### config.mk
export PLATFORM = sky130hd
export DESIGN_NAME = power_monitor_fault_qualifier_flat
export DESIGN_NICKNAME = d
export VERILOG_FILES = /design/src/rtl/power_monitor_fault_qualifier_if.sv /design/src/rtl/power_monitor_fault_qualifier.sv /design/src/flat_wrapper.sv
export SDC_FILE = /design/constraint.sdc
export NUM_CORES = 1
export LEC_CHECK = 0
export BUFFER_PORTS_ARGS = -buffer_cell sky130_fd_sc_hd__buf_4
export CORE_MARGIN = 2
export CORE_UTILIZATION = 55
export CTS_CLUSTER_SIZE = 25
export DETAILED_ROUTE_END_ITERATION = 10
export HOLD_SLACK_MARGIN = 0.02
export PLACE_DENSITY = 0.8
export SLEW_MARGIN = 20
export SYNTH_ARGS = -nofsm -noshare
export SYNTH_HDL_FRONTEND = slang
export SYNTH_SLANG_ARGS = --single-unit
### constraint.sdc
create_clock -name clock -period 5.41 [get_ports clock]
set_input_delay 0.541 -clock clock [delete_from_list [all_inputs] [get_ports clock]]
set_output_delay 0.541 -clock clock [all_outputs]
set_load 0.005 [all_outputs]
### src/rtl/power_monitor_fault_qualifier_if.sv
// Signal bundle between the power-monitor base block / firmware and the fault qualifier.
// The master side drives the monitor and firmware inputs; the qualifier is the slave.
interface power_monitor_fault_qualifier_if;
    logic [31:0] pgood_in;
    logic        fault_in;
    logic        warn_in;
    logic        eoc_in;
    logic        enable;
    logic        clear;
    logic [31:0] pgood_q;
    logic        all_good;
    logic        warn_active;
    logic        fault_latched;
    logic        shutdown;
    logic [1:0]  fault_cause;
    logic        irq;
    logic [1:0]  state;

    modport master (
        output pgood_in, fault_in, warn_in, eoc_in, enable, clear,
        input  pgood_q, all_good, warn_active, fault_latched, shutdown,
               fault_cause, irq, state
    );

    modport slave (
        input  pgood_in, fault_in, warn_in, eoc_in, enable, clear,
        output pgood_q, all_good, warn_active, fault_latched, shutdown,
               fault_cause, irq, state
    );
endinterface

### src/rtl/power_monitor_fault_qualifier.sv
// Debounces per-converter power-good, escalates repeated warnings and latches faults
// with a cause code, a sticky shutdown request and a one-cycle interrupt.
module power_monitor_fault_qualifier #(
    parameter int NumConverters    = 8,
    parameter int DebounceCycles   = 4,
    parameter int WarnToFaultCount = 3
) (
    input  logic                           clock,
    input  logic                           reset_n,
    power_monitor_fault_qualifier_if.slave bus
);
    typedef enum logic [1:0] {
        IDLE    = 2'b00,
        MONITOR = 2'b01,
        WARN    = 2'b10,
        FAULT   = 2'b11
    } state_e;

    localparam logic [1:0] CauseNone  = 2'b00;
    localparam logic [1:0] CauseExt   = 2'b01;
    localparam logic [1:0] CauseWarn  = 2'b10;
    localparam logic [1:0] CausePgood = 2'b11;

    localparam logic [31:0] ActiveMask = (NumConverters >= 32) ? 32'hFFFF_FFFF
                                       : ((32'd1 << NumConverters) - 32'd1);
    localparam logic [7:0]  DebLast    = 8'(DebounceCycles - 1);
    localparam logic [3:0]  WarnLimit  = 4'(WarnToFaultCount);

    logic [31:0] pgood_deb_q, pgood_deb_d;
    logic [7:0]  deb_cnt_q [32];
    logic [7:0]  deb_cnt_d [32];
    logic        all_good_q, all_good_d;
    state_e      state_q, state_d;
    logic [1:0]  cause_q, cause_d;
    logic [3:0]  wcnt_q, wcnt_d;
    logic [3:0]  wcnt_inc;
    logic        arm_q, arm_d;
    logic        irq_q, irq_d;

    // Inactive bits are pinned low so they can never mask a loss on a real converter.
    always_comb begin
        for (int i = 0; i < 32; i++) begin
            pgood_deb_d[i] = pgood_deb_q[i];
            deb_cnt_d[i]   = deb_cnt_q[i];
            if (!ActiveMask[i]) begin
                pgood_deb_d[i] = 1'b0;
                deb_cnt_d[i]   = 8'd0;
            end else if (bus.pgood_in[i] == pgood_deb_q[i]) begin
                deb_cnt_d[i] = 8'd0;
            end else if (deb_cnt_q[i] == DebLast) begin
                pgood_deb_d[i] = bus.pgood_in[i];
                deb_cnt_d[i]   = 8'd0;
            end else begin
                deb_cnt_d[i] = deb_cnt_q[i] + 8'd1;
            end
        end
    end

    assign all_good_d = &(pgood_deb_q | ~ActiveMask);
    assign wcnt_inc   = wcnt_q + 4'd1;

    always_ff @(posedge clock or negedge reset_n) begin
        if (!reset_n) begin
            pgood_deb_q <= '0;
            for (int i = 0; i < 32; i++) deb_cnt_q[i] <= '0;
            all_good_q  <= 1'b0;
            state_q     <= IDLE;
            cause_q     <= CauseNone;
            wcnt_q      <= '0;
            arm_q       <= 1'b0;
            irq_q       <= 1'b0;
        end else begin
            pgood_deb_q <= pgood_deb_d;
            for (int i = 0; i < 32; i++) deb_cnt_q[i] <= deb_cnt_d[i];
            all_good_q  <= all_good_d;
            state_q     <= state_d;
            cause_q     <= cause_d;
            wcnt_q      <= wcnt_d;
            arm_q       <= arm_d;
            irq_q       <= irq_d;
        end
    end

    always_comb begin
        state_d = state_q;
        cause_d = cause_q;
        wcnt_d  = wcnt_q;
        arm_d   = arm_q;
        case (state_q)
            IDLE: begin
                if (bus.enable) state_d = MONITOR;
            end
            MONITOR, WARN: begin
                if (all_good_q) arm_d = 1'b1;
                if (!bus.enable) begin
                    state_d = IDLE;
                    wcnt_d  = '0;
                    arm_d   = 1'b0;
                end else if (bus.fault_in) begin
                    state_d = FAULT;
                    cause_d = CauseExt;
                end else if (arm_q && !all_good_q) begin
                    state_d = FAULT;
                    cause_d = CausePgood;
                end else if (bus.eoc_in && bus.warn_in) begin
                    wcnt_d = wcnt_inc;
                    if (wcnt_inc >= WarnLimit) begin
                        state_d = FAULT;
                        cause_d = CauseWarn;
                    end else begin
                        state_d = WARN;
                    end
                end else if (bus.eoc_in) begin
                    wcnt_d  = '0;
                    state_d = MONITOR;
                end
            end
            default: begin
                // A clear seen while the fault is still asserted is dropped, not queued.
                if (bus.clear && !bus.fault_in) begin
                    state_d = bus.enable ? MONITOR : IDLE;
                    cause_d = CauseNone;
                    wcnt_d  = '0;
                    arm_d   = 1'b0;
                end
            end
        endcase
    end

    always_comb begin
        irq_d = (state_d != state_q) && ((state_d == WARN) || (state_d == FAULT));
    end

    assign bus.pgood_q       = pgood_deb_q;
    assign bus.all_good      = all_good_q;
    assign bus.warn_active   = (state_q == WARN);
    assign bus.fault_latched = (state_q == FAULT);
    assign bus.shutdown      = (state_q == FAULT);
    assign bus.fault_cause   = cause_q;
    assign bus.irq           = irq_q;
    assign bus.state         = state_q;
endmodule

### src/flat_wrapper.sv
// flat-port wrapper written by rule: the top's interface ports become plain ports
module power_monitor_fault_qualifier_flat 
#(
    parameter int NumConverters    = 8,
    parameter int DebounceCycles   = 4,
    parameter int WarnToFaultCount = 3
)
  (clock, reset_n, bus_pgood_in, bus_fault_in, bus_warn_in, bus_eoc_in, bus_enable, bus_clear, bus_pgood_q, bus_all_good, bus_warn_active, bus_fault_latched, bus_shutdown, bus_fault_cause, bus_irq, bus_state);
  power_monitor_fault_qualifier_if bus_i ();
  input  logic clock;
  input  logic reset_n;
  input wire logic [$bits(bus_i.pgood_in)-1:0] bus_pgood_in;
  input wire logic [$bits(bus_i.fault_in)-1:0] bus_fault_in;
  input wire logic [$bits(bus_i.warn_in)-1:0] bus_warn_in;
  input wire logic [$bits(bus_i.eoc_in)-1:0] bus_eoc_in;
  input wire logic [$bits(bus_i.enable)-1:0] bus_enable;
  input wire logic [$bits(bus_i.clear)-1:0] bus_clear;
  output wire logic [$bits(bus_i.pgood_q)-1:0] bus_pgood_q;
  output wire logic [$bits(bus_i.all_good)-1:0] bus_all_good;
  output wire logic [$bits(bus_i.warn_active)-1:0] bus_warn_active;
  output wire logic [$bits(bus_i.fault_latched)-1:0] bus_fault_latched;
  output wire logic [$bits(bus_i.shutdown)-1:0] bus_shutdown;
  output wire logic [$bits(bus_i.fault_cause)-1:0] bus_fault_cause;
  output wire logic [$bits(bus_i.irq)-1:0] bus_irq;
  output wire logic [$bits(bus_i.state)-1:0] bus_state;
  assign bus_i.pgood_in = bus_pgood_in;
  assign bus_i.fault_in = bus_fault_in;
  assign bus_i.warn_in = bus_warn_in;
  assign bus_i.eoc_in = bus_eoc_in;
  assign bus_i.enable = bus_enable;
  assign bus_i.clear = bus_clear;
  assign bus_pgood_q = bus_i.pgood_q;
  assign bus_all_good = bus_i.all_good;
  assign bus_warn_active = bus_i.warn_active;
  assign bus_fault_latched = bus_i.fault_latched;
  assign bus_shutdown = bus_i.shutdown;
  assign bus_fault_cause = bus_i.fault_cause;
  assign bus_irq = bus_i.irq;
  assign bus_state = bus_i.state;
  power_monitor_fault_qualifier #(.NumConverters(NumConverters), .DebounceCycles(DebounceCycles), .WarnToFaultCount(WarnToFaultCount)) u_core (.clock(clock), .reset_n(reset_n), .bus(bus_i));
endmodule
==> implementation parameters <==
Parameter                              Value

Logic synthesis
  Synth Register Bits ... 83
  Post-synth top area share ... 51.0%
  Yosys synthesis warning count ... 0
  Number of flops mapped to enable cells by yosys ... 0
  Mean cell area of the mapped netlist ... 10.3 um^2
  Gate count of the mapped netlist ... 397
  Fraction of the yosys area taken by sequential cells ... 51.0%
  Cell type with the highest aggregate area in the netlist ... sky130_fd_sc_hd__dfrtp_1
  Prevailing post-synth register cell ... sky130_fd_sc_hd__dfrtp_1
  Synth top area cells ... sky130_fd_sc_hd__dfrtp_1 (51%), sky130_fd_sc_hd__xor2_1 (9.5%), sky130_fd_sc_hd__nor2_1 (5.8%)
  Post-synth design cell area ... 4070 um^2
  Count of different cell masters after synthesis ... 35
  Ys async rst share ... 100%

Place
  Cell area after placement ... 4330 um^2
  Detailed-placement wirelength estimate ... 4900 um
  Number of placed cells counting well taps ... 525
  Final weighted congestion in routability-driven placement ... 0.890
  IO Port Bufs ... 31

Route
  Drt initial violations ... 101
  Detailed Routing Iterations Pass 1 ... 4
  Wire length per cell after detailed routing ... 12.7 um
  Antenna violation net count after detailed routing ... 0
  Vias/cell ... 5.20
  DRC errors left ... 0
  Via total after detailed routing ... 2804
  Sum of routed wire length over all layers ... 6870 um

Floorplanning
  Floorplan die area ... 8110 um^2
  Number of core rows ... 31
  Floorplan Core Area ... 7210 um^2
  Height of the die ... 90.1 um
  Count of boundary I/O pins ... 80
  Starting Density ... 56.5%
  Die span in x ... 90.1 um

Worst setup path
  Largest fanout on the critical path ... 7
  Worst setup path startpoint ... u_core.bus.state[0]
  Termination of the worst setup path ... u_core.bus.irq
  Launching element type of the critical path ... register
  Worst endpoint data arrival time ... 2.45 ns
  Endpoint kind of the worst setup timing path ... register
  Critical path class ... register to register
  Worst-case reg-to-reg path depth ... 8
  Worst endpoint required time ... 5.67 ns
  Startpoint of the worst-slack reg-to-reg timing path ... u_core.bus.state[0]
  Terminus of the critical flop-to-flop path ... u_core.bus.irq
  R2r setup slk ... 3.22 ns

STA
  Relative slew slack ... 51.9%
  RSZ-0062 raised after global routing ... false
  Maximum achievable frequency ... 456 MHz
  Final setup vio count ... 0
  Total count of hold-check failures in the final report ... 0
  Setup Skew ... 0.00583 ns
  Final critical-path required period ... 2.19 ns
  Worst hold margin ... 0.232 ns
  Total negative slack ... 0 ns
  Final-report max-slew violation count ... 0
  Slew at the pin with the worst max-slew slack ... 0.721 ns
  Fraction of the cycle the final worst path needs ... 40.5%

CTS
  Gates resized, CTS repair ... 0
  CTS sink count ... 83
  Cts bufs inserted ... 9
  Source-to-sink clock delay at the later pin of the worst-skew pair ... 0.34 ns
  Buffer cell driving the clock tree root ... sky130_fd_sc_hd__clkbuf_8
  CTS clock-pin slew for the worst setup and hold paths ... 0.08 ns
  Clock Tree Buf Depth ... 2
  Post-CTS setup buffer count ... 0
  Number of H-tree branching levels ... 3
  Number of buffers added to fix hold violations after cts ... 0
  Clock tree from TritonCTS ... done

Final layout
  Post-Layout Cell Count ... 539
  Leading cell type in the layout, fill and taps excluded ... sky130_fd_sc_hd__dfrtp_1
  Area occupied by registers ... 2080 um^2
  Area delta synth->final ... 10.8%
  Area of the multi-input gates ... 1860 um^2
  Antenna diode instance count ... 0
  Ratio of cells with drive above 1 in the final layout ... 12.7%
  Fillcell total ... 602
  NumNets Final ... 489
  Highest-count cells in the layout ignoring fill and taps ... sky130_fd_sc_hd__dfrtp_1 (83), sky130_fd_sc_hd__nor2_1 (63), sky130_fd_sc_hd__xor2_1 (44)
  Final std cell area, no fill ... 4510 um^2

Global routing
  Global-route usage over all layers ... 18.0%
  Antenna violations before repair ... 0
  Wire length of the first global-routing pass ... 12000 um
  Maximum number of pins on one net before global-route repair ... 84
  Overflow left after global routing ... 0
  Number of global-route vias before repair ... 2743

Run
  Max-capacitance violation count ... 0

Power
  Highest ir drop seen on vdd ... 226 uV
  Power density over cell area ... 405 nW/um^2
  Leakage power summed over all cells ... 0.00220 uW

Worst hold path
  Hold Crit Class ... input port to async pin

Outcome
  Result of the run ... complete, no violations
-- critical path, cell delays in order, from the launching register on --
cell                       delay, ns
sky130_fd_sc_hd__dfrtp_1        0.45
sky130_fd_sc_hd__inv_1          0.11
sky130_fd_sc_hd__ha_1           0.36
sky130_fd_sc_hd__nand2_1        0.15
sky130_fd_sc_hd__o21bai_1       0.24
sky130_fd_sc_hd__and3b_1        0.19
sky130_fd_sc_hd__o31a_1         0.12
sky130_fd_sc_hd__or3_1          0.34
sky130_fd_sc_hd__a31oi_1        0.15
-- per-stage QoR --
step           utilization, %  power [uW]  worst slack (ns)
2_1_floorplan               -        1220              3.42
3_3_place_gp             60.0        1400              3.27
3_5_place_dp             60.0        1420              3.28
4_1_cts                  62.5        1850              3.25
5_1_grt                  62.6        1970              3.04
6_report                 62.6        1830              3.22
-- Yosys cell counts (8+ instances only) --
cell                      count
sky130_fd_sc_hd__and3_1      22
sky130_fd_sc_hd__buf_4       25
sky130_fd_sc_hd__dfrtp_1     83
sky130_fd_sc_hd__ha_1        13
sky130_fd_sc_hd__inv_1        8
sky130_fd_sc_hd__mux2_2       9
sky130_fd_sc_hd__nand2_1     25
sky130_fd_sc_hd__nand3_1     38
sky130_fd_sc_hd__nor2_1      63
sky130_fd_sc_hd__o21ai_0      8
sky130_fd_sc_hd__xnor2_1     12
sky130_fd_sc_hd__xor2_1      44
-- cell families (layout without fill, tap and decap cells) --
kind of cell,Yosys count,after routing,share of synthesized area [%]
simple gates,176,176,21.0
flops,83,83,51.0
xor+xnor,56,56,12.0
buf+inv,33,53,5.35
compound gates,26,26,4.09
fa+ha+maj,13,13,3.99
mux,9,9,2.49
other cells,1,24,0.0921
-- where the power goes --
group	internal [uW]	switching (uW)
clock	220	197
sequential	738	136
combinational	244	293
-- registers in the layout, summed over array words and instances, names as in the netlist --
name and flops:
u_core.bus.irq 1, u_core.wcnt_q 4, u_core.bus.state 2, u_core.deb_cnt_q 64, u_core.bus.all_good 1, u_core.bus.pgood_q 8, u_core.arm_q 1, u_core.bus.fault_cause 2
-- metal layers --
metal	up-vias	global-route usage (%)	share of wire, %
met2	55	30.2	48
met3	5	5.20	4.4
met4	0	5.64	0.86
met1	1357	22.5	46
li1	1387	-	-
met5	-	0	0
-- layout make-up --
class,instances,share of cell area [%]
sequential,83,46.0
multi-input combinational,304,41.3
timing repair buffer,31,5.24
clock buffer,11,3.13
tap,99,2.74
clock inverter,3,0.887
inverter,8,0.665
-- worst min path at each step --
stage	from	end	slack [ns]	cells after the start
after floorplan	reset_n	u_core.arm_q	0.25	0
final	reset_n	u_core.deb_cnt_q[202]	0.23	1
after detailed placement	u_core.deb_cnt_q[208]	u_core.deb_cnt_q[208]	0.47	1
after global routing	reset_n	u_core.deb_cnt_q[206]	0.29	1
after CTS	bus_fault_in	u_core.bus.fault_cause[1]	0.40	2
after global placement	u_core.deb_cnt_q[232]	u_core.deb_cnt_q[232]	0.46	1
No activity file was read; power rests on OpenSTA's default activity.
